[src/rtl/dmem_mmio_responder.sv]
`timescale 1ns/1ps
// Data-memory bus responder: a word-addressed RAM plus a memory-mapped bank
// holding a GPIO output, a synchronized GPIO input and a compare timer.
module dmem_mmio_responder #(
  parameter int          RAM_WORDS   = 64,
  parameter logic [31:0] MMIO_BASE   = 32'hFFFF_0000,
  parameter int          GPIO_W      = 16,
  parameter int          SYNC_STAGES = 2
) (
  input  logic              clk,
  input  logic              reset_n,
  input  logic              memwrite,
  input  logic [31:0]       memaddr,
  input  logic [31:0]       memwritedata,
  output logic [31:0]       memreaddata,
  input  logic [GPIO_W-1:0] gpio_in,
  output logic [GPIO_W-1:0] gpio_out,
  output logic              timer_irq
);

  localparam int AW = $clog2(RAM_WORDS);

  localparam logic [5:0] OFF_GPIO_OUT = 6'h00;
  localparam logic [5:0] OFF_GPIO_IN  = 6'h01;
  localparam logic [5:0] OFF_CTRL     = 6'h02;
  localparam logic [5:0] OFF_COUNT    = 6'h03;
  localparam logic [5:0] OFF_CMP      = 6'h04;
  localparam logic [5:0] OFF_STATUS   = 6'h05;

  logic [31:0]       ram [RAM_WORDS];
  logic [GPIO_W-1:0] sync_q [SYNC_STAGES];

  logic              ram_sel;
  logic              mmio_sel;
  logic [AW-1:0]     ram_idx;
  logic [5:0]        reg_off;
  logic              unused_addr_lsbs;

  logic              wr_mmio;
  logic              wr_gpio;
  logic              wr_ctrl;
  logic              wr_count;
  logic              wr_cmp;
  logic              wr_status;

  logic              en;
  logic              autoreload;
  logic              irq_en;
  logic [31:0]       count;
  logic [31:0]       cmp;
  logic              match_flag;
  logic              match;

  logic [31:0]       gpo_ext;
  logic [31:0]       gpi_ext;

  assign ram_sel          = (memaddr[31:AW+2] == '0);
  assign ram_idx          = memaddr[AW+1:2];
  assign mmio_sel         = (memaddr[31:16] == MMIO_BASE[31:16]);
  assign reg_off          = memaddr[7:2];
  assign unused_addr_lsbs = ^memaddr[1:0];

  assign wr_mmio   = memwrite && mmio_sel && !ram_sel;
  assign wr_gpio   = wr_mmio && (reg_off == OFF_GPIO_OUT);
  assign wr_ctrl   = wr_mmio && (reg_off == OFF_CTRL);
  assign wr_count  = wr_mmio && (reg_off == OFF_COUNT);
  assign wr_cmp    = wr_mmio && (reg_off == OFF_CMP);
  assign wr_status = wr_mmio && (reg_off == OFF_STATUS);

  // A COUNT load takes precedence over the compare, so it also masks the match.
  assign match = en && (count == cmp) && !wr_count;

  assign timer_irq = match_flag && irq_en;

  always_ff @(posedge clk) begin
    if (memwrite && ram_sel) begin
      ram[ram_idx] <= memwritedata;
    end
  end

  always_ff @(posedge clk or negedge reset_n) begin
    if (!reset_n) begin
      for (int i = 0; i < SYNC_STAGES; i++) begin
        sync_q[i] <= '0;
      end
    end else begin
      sync_q[0] <= gpio_in;
      for (int i = 1; i < SYNC_STAGES; i++) begin
        sync_q[i] <= sync_q[i-1];
      end
    end
  end

  always_ff @(posedge clk or negedge reset_n) begin
    if (!reset_n) begin
      gpio_out   <= '0;
      en         <= 1'b0;
      autoreload <= 1'b0;
      irq_en     <= 1'b0;
      count      <= '0;
      cmp        <= '1;
      match_flag <= 1'b0;
    end else begin
      if (wr_gpio) begin
        gpio_out <= memwritedata[GPIO_W-1:0];
      end
      if (wr_cmp) begin
        cmp <= memwritedata;
      end

      // A CTRL write overrides the one-shot auto-disable on a match cycle.
      if (wr_ctrl) begin
        en         <= memwritedata[0];
        autoreload <= memwritedata[1];
        irq_en     <= memwritedata[2];
      end else if (match && !autoreload) begin
        en <= 1'b0;
      end

      if (wr_count) begin
        count <= memwritedata;
      end else if (match) begin
        if (autoreload) begin
          count <= '0;
        end
      end else if (en) begin
        count <= count + 32'd1;
      end

      // Set beats a simultaneous W1C so a match is never lost.
      if (match) begin
        match_flag <= 1'b1;
      end else if (wr_status && memwritedata[0]) begin
        match_flag <= 1'b0;
      end
    end
  end

  always_comb begin
    gpo_ext                = '0;
    gpo_ext[GPIO_W-1:0]    = gpio_out;
    gpi_ext                = '0;
    gpi_ext[GPIO_W-1:0]    = sync_q[SYNC_STAGES-1];
  end

  always_comb begin
    memreaddata = '0;
    if (ram_sel) begin
      memreaddata = ram[ram_idx];
    end else if (mmio_sel) begin
      case (reg_off)
        OFF_GPIO_OUT: memreaddata = gpo_ext;
        OFF_GPIO_IN:  memreaddata = gpi_ext;
        OFF_CTRL:     memreaddata = {29'b0, irq_en, autoreload, en};
        OFF_COUNT:    memreaddata = count;
        OFF_CMP:      memreaddata = cmp;
        OFF_STATUS:   memreaddata = {31'b0, match_flag};
        default:      memreaddata = '0;
      endcase
    end
  end

endmodule

[config.mk]
export PLATFORM = sky130hd
export DESIGN_NAME = dmem_mmio_responder
export DESIGN_NICKNAME = d
export VERILOG_FILES = /design/src/rtl/dmem_mmio_responder.sv
export SDC_FILE = /design/constraint.sdc
export NUM_CORES = 2
export LEC_CHECK = 0
export CAP_MARGIN = 20
export CORE_AREA = 8 8 417 419
export DETAILED_ROUTE_END_ITERATION = 8
export DIE_AREA = 0 0 425 427
export PLACE_DENSITY_LB_ADDON = 0.08
export REMOVE_ABC_BUFFERS = 1
export SLEW_MARGIN = 20
export SYNTH_ARGS = -nofsm -noshare
export SYNTH_HDL_FRONTEND = slang
export SYNTH_SLANG_ARGS = --single-unit
[constraint.sdc]
create_clock -name clk -period 2.4 [get_ports clk]
set_input_delay 0.36 -clock clk [delete_from_list [all_inputs] [get_ports clk]]
set_output_delay 0.36 -clock clk [all_outputs]
set_load 0.1 [all_outputs]
==> results.sh <==
export IMPL_commonest_register_cell_after_synthesis="sky130_fd_sc_hd__edfxtp_1"
export IMPL_crit_path_end_kind="primary output"
export IMPL_numCtsBuffers=219
export IMPL_fin_hold_ws_ns=0.0303
export IMPL_start_kind="register"
export IMPL_max_cap_violations=0
export IMPL_placed_cells_incl_taps=6994
export IMPL_leakage_nw=35.3
export IMPL_fin_cells=7416
export IMPL_synthesis_instances=4102
export IMPL_rrSetupSlack_ns=-0.04
export IMPL_detailed_place_hpwl_mm=167
export IMPL_max_freq_mhz=272
export IMPL_grt_total_usage_pct=27.7
export IMPL_synth_top_cell_by_area="sky130_fd_sc_hd__edfxtp_1"
export IMPL_pwr_share_seq_pct=52.3
export IMPL_vias=46128
export IMPL_clockPowerShare_pct=41.9
export IMPL_net_switching_power_mw=17.1
export IMPL_outcome="finished, violations left"
export IMPL_slew_limit_headroom_pct=25.6
export IMPL_violated_checks="negative setup slack"
export IMPL_die_area_mm2=0.181
export IMPL_cpPeakStageDelay_ns=0.56
export IMPL_portion_of_the_post_synthesis_area_used_by_sequential_elements_pct=76.2
export IMPL_number_of_hold_violations_in_the_final_report=0
export IMPL_tritoncts="done"
export IMPL_start_util_pct=50.4
export IMPL_grt_first_pass_wirelength_mm=355
export IMPL_post_route_min_period_ns=3.67
export IMPL_vias_in_the_first_global_route=45993
export IMPL_cts_sink_count=2164
export IMPL_yosysWarnings=0
export IMPL_floorplan_io_pins=132
export IMPL_netlist_cell_type_count=63
export IMPL_worst_setup_path_endpoint="memreaddata[13]"
export IMPL_htreeDepth=4
export IMPL_power_density_mw_per_mm2=748
export IMPL_worstSkewPairLatency_ns=0.86
export IMPL_power_combinational_fraction_pct=5.8
export IMPL_r2r_start="count[0]$_DFFE_PN0P_"
export IMPL_path_class="reg2out"
export IMPL_finalPower_mw=79.1
export IMPL_timing_final_setup_violations=33
export IMPL_fillerInstances=11636
export IMPL_final_setup_worst_slack_ns=-1.27
export IMPL_min_delay_worst_type="in2reg"
export IMPL_drive_above_1_share_pct=39.4
export IMPL_critical_path_buf_inv_count=1
export IMPL_main_area_contributors_after_synthesis="sky130_fd_sc_hd__edfxtp_1 73%, sky130_fd_sc_hd__mux4_2 14%, sky130_fd_sc_hd__dfrtp_1 2.5%, sky130_fd_sc_hd__mux2i_1 1.2%, sky130_fd_sc_hd__nand2_1 1.0%"
export IMPL_die_width_um=425
export IMPL_rows=151
export IMPL_grt_max_degree=68
export IMPL_yosys_reg_bits=2164
export IMPL_rd_place_congestion=0.912
export IMPL_flow_area_growth_from_synthesis_pct=25.0
export IMPL_detail_routed_via_count_per_cell=6.22
export IMPL_critical_path_cell_chain="mux4_2, nor2_1, a221oi_1, o211ai_1, o221ai_2, a211o_4, buf_12"
export IMPL_final_number_of_max_transition_violations=0
export IMPL_die_height_um=427
export IMPL_core_area_mm2=0.168
export IMPL_p_sw_share_pct=21.6
export IMPL_layout_nets=5094
export IMPL_avgSynthCellArea_um2=20.6
export IMPL_postSynth_asyncResetShare_pct=5.36
export IMPL_detail_route_antenna_nets=0
export IMPL_syn_cell_area_mm2=0.0846
export IMPL_rsz0062_at_grt="true"
export IMPL_synth_top_cells_by_count="2048 x sky130_fd_sc_hd__edfxtp_1, 509 x sky130_fd_sc_hd__mux4_2, 231 x sky130_fd_sc_hd__nand2_1"
export IMPL_clock_pin_slew_of_the_registers_on_the_worst_case_setup_and_hold_paths_ns=0.06
export IMPL_drt_first_pass_iters=7
export IMPL_io_buffer_count=129
export IMPL_timing_critical_path_depth=7
export IMPL_r2r_cells=9
export IMPL_timing_critical_path_slowest_stage_cell="sky130_fd_sc_hd__o211ai_1"
export IMPL_drc=0
export IMPL_crit_fanout=1
export IMPL_remaining_overflow_grt=0
export IMPL_worst_path_dominant_cell_family="compound AO/OA/AOI/OAI gates"
export IMPL_wl_mm=252
export IMPL_max_vdd_ir_drop_uv=709
export IMPL_critPathRequiredTime_ns=2.04
export IMPL_max_slew_worst_pin_slew_ns=1.12
export IMPL_clk_path_buf_depth=3
export IMPL_crit_path_start="ram[21][13]$_DFFE_PP_"
export IMPL_initial_antenna_violation_count=7
export IMPL_synth_most_common_cell="sky130_fd_sc_hd__edfxtp_1"
export IMPL_mean_routed_wirelength_per_cell_um=34.0
export IMPL_rr_endpoint="count[16]$_DFFE_PN0P_"
export IMPL_worst_clock_skew_ns=0.0253
export IMPL_cell_internal_pwr_mw=62.0
export IMPL_data_arrival_time_of_the_critical_path_ns=3.31
export IMPL_cts_root_buf="sky130_fd_sc_hd__clkbuf_16"
export IMPL_drt_iter0_drc=5606
export IMPL_yosysTopAreaCellShare_pct=72.7
export IMPL_number_of_enable_flip_flop_cells_after_synthesis=2048
export IMPL_period_share_pct=153
power groups by stage:
stage          sequential [mW]  combinational, mW  clock, mW
2_1_floorplan             42.1               1.24          0
3_3_place_gp              42.1               4.27          0
3_5_place_dp              42.1               4.30          0
4_1_cts                   41.3               4.54       33.6
5_1_grt                   41.3               4.77       34.9
6_report                  41.3               4.57       33.2
layer usage:
layer / up-vias / wire length [µm] / GRT usage (%)
met4: 2 / 9080 / 8.64
met5: - / 12 / 0
met3: 395 / 19900 / 4.85
met2: 2050 / 121000 / 44.4
met1: 24706 / 102000 / 39.2
li1: 18975 / - / -
worst min path at each step:
stage,start,endpoint,slack [ns],depth (start not counted)
after floorplan,reset_n,autoreload$_DFFE_PN0P_,0.06,0
after global placement,sync_q[31]$_DFF_PN0_,gpi_ext[15]$_DFF_PN0_,0.33,0
after detailed placement,sync_q[17]$_DFF_PN0_,gpi_ext[1]$_DFF_PN0_,0.33,0
after CTS,memwritedata[3],ram[59][3]$_DFFE_PP_,0.001,2
after global routing,memwritedata[25],ram[30][25]$_DFFE_PP_,0.01,2
final,memwritedata[25],ram[30][25]$_DFFE_PP_,0.03,2
cells by family (layout without fill, tap and decap cells):
group	count (synthesis)	after routing	share of synthesized area, %
AO/OA/AOI/OAI	395	395	3.29
XOR/XNOR	32	32	0.331
adder cells (fa/ha/maj)	1	1	0.0148
buffers and inverters	255	1348	1.48
flip-flops	2164	2164	76.2
multiplexers	675	675	15.6
other	0	3	0
AND/OR/NAND/NOR	580	580	3.08
cells in the final DEF (no fill, tap or decap), types with 35 or more instances in the layout:
master | Yosys | layout
sky130_fd_sc_hd__buf_6 | 6 | 35
sky130_fd_sc_hd__mux2_2 | 50 | 49
sky130_fd_sc_hd__buf_2 | 68 | 37
sky130_fd_sc_hd__o22ai_1 | 53 | 37
sky130_fd_sc_hd__mux2i_1 | 105 | 90
sky130_fd_sc_hd__a22oi_1 | 51 | 48
sky130_fd_sc_hd__nor2_4 | 0 | 70
sky130_fd_sc_hd__dfrtp_1 | 84 | 82
sky130_fd_sc_hd__buf_4 | 43 | 529
sky130_fd_sc_hd__nor2_1 | 168 | 88
sky130_fd_sc_hd__clkinv_1 | 2 | 51
sky130_fd_sc_hd__clkbuf_1 | 111 | 54
sky130_fd_sc_hd__nand2_1 | 231 | 217
sky130_fd_sc_hd__mux4_2 | 509 | 509
sky130_fd_sc_hd__clkinv_2 | 0 | 45
sky130_fd_sc_hd__edfxtp_1 | 2048 | 2048
sky130_fd_sc_hd__clkbuf_16 | 0 | 224
sky130_fd_sc_hd__a31oi_1 | 43 | 39
sky130_fd_sc_hd__buf_12 | 0 | 267
state kept, by name, indices dropped and copies added, names as in the netlist:
name        count
sync_q         16
gpi_ext        16
en              1
ram          2048
autoreload      1
gpio_out       16
count          32
match_flag      1
cmp            32
irq_en          1
final cells by class:
class | count | area, µm² | share of cell area [%]
clock inverters | 130 | 1160 | 1.10
flip-flops and latches | 2164 | 64400 | 60.9
well taps | 2218 | 2780 | 2.62
multi-input cells | 1683 | 20900 | 19.8
repair buffers | 930 | 10700 | 10.1
diodes | 3 | 7.51 | 0.00710
clock buffers | 276 | 5760 | 5.44
inverters | 12 | 50.0 | 0.0473
metrics by stage:
stage | TNS, ns | utilization (%) | setup slack (ns) | cell area (µm²)
after floorplan | -2437.79 | - | -2.91 | 83400
after global placement | -1939.00 | 57.8 | -1.88 | 97000
after detailed placement | -1911.20 | 57.8 | -1.89 | 97000
after CTS | -29.92 | 62.8 | -1.25 | 105000
after global routing | -30.35 | 63.0 | -1.36 | 106000
final | -27.88 | 63.0 | -1.27 | 106000
timing repair:
item,4_1_cts,5_1_grt
hold buffers,20,0
gates resized for setup,317,70
buffers inserted,11,5
setup endpoints to repair,1013,59
cloned,2,0
pin swaps,76,52
hold endpoints to repair,239,0
Power figures use the tool's default switching activity.
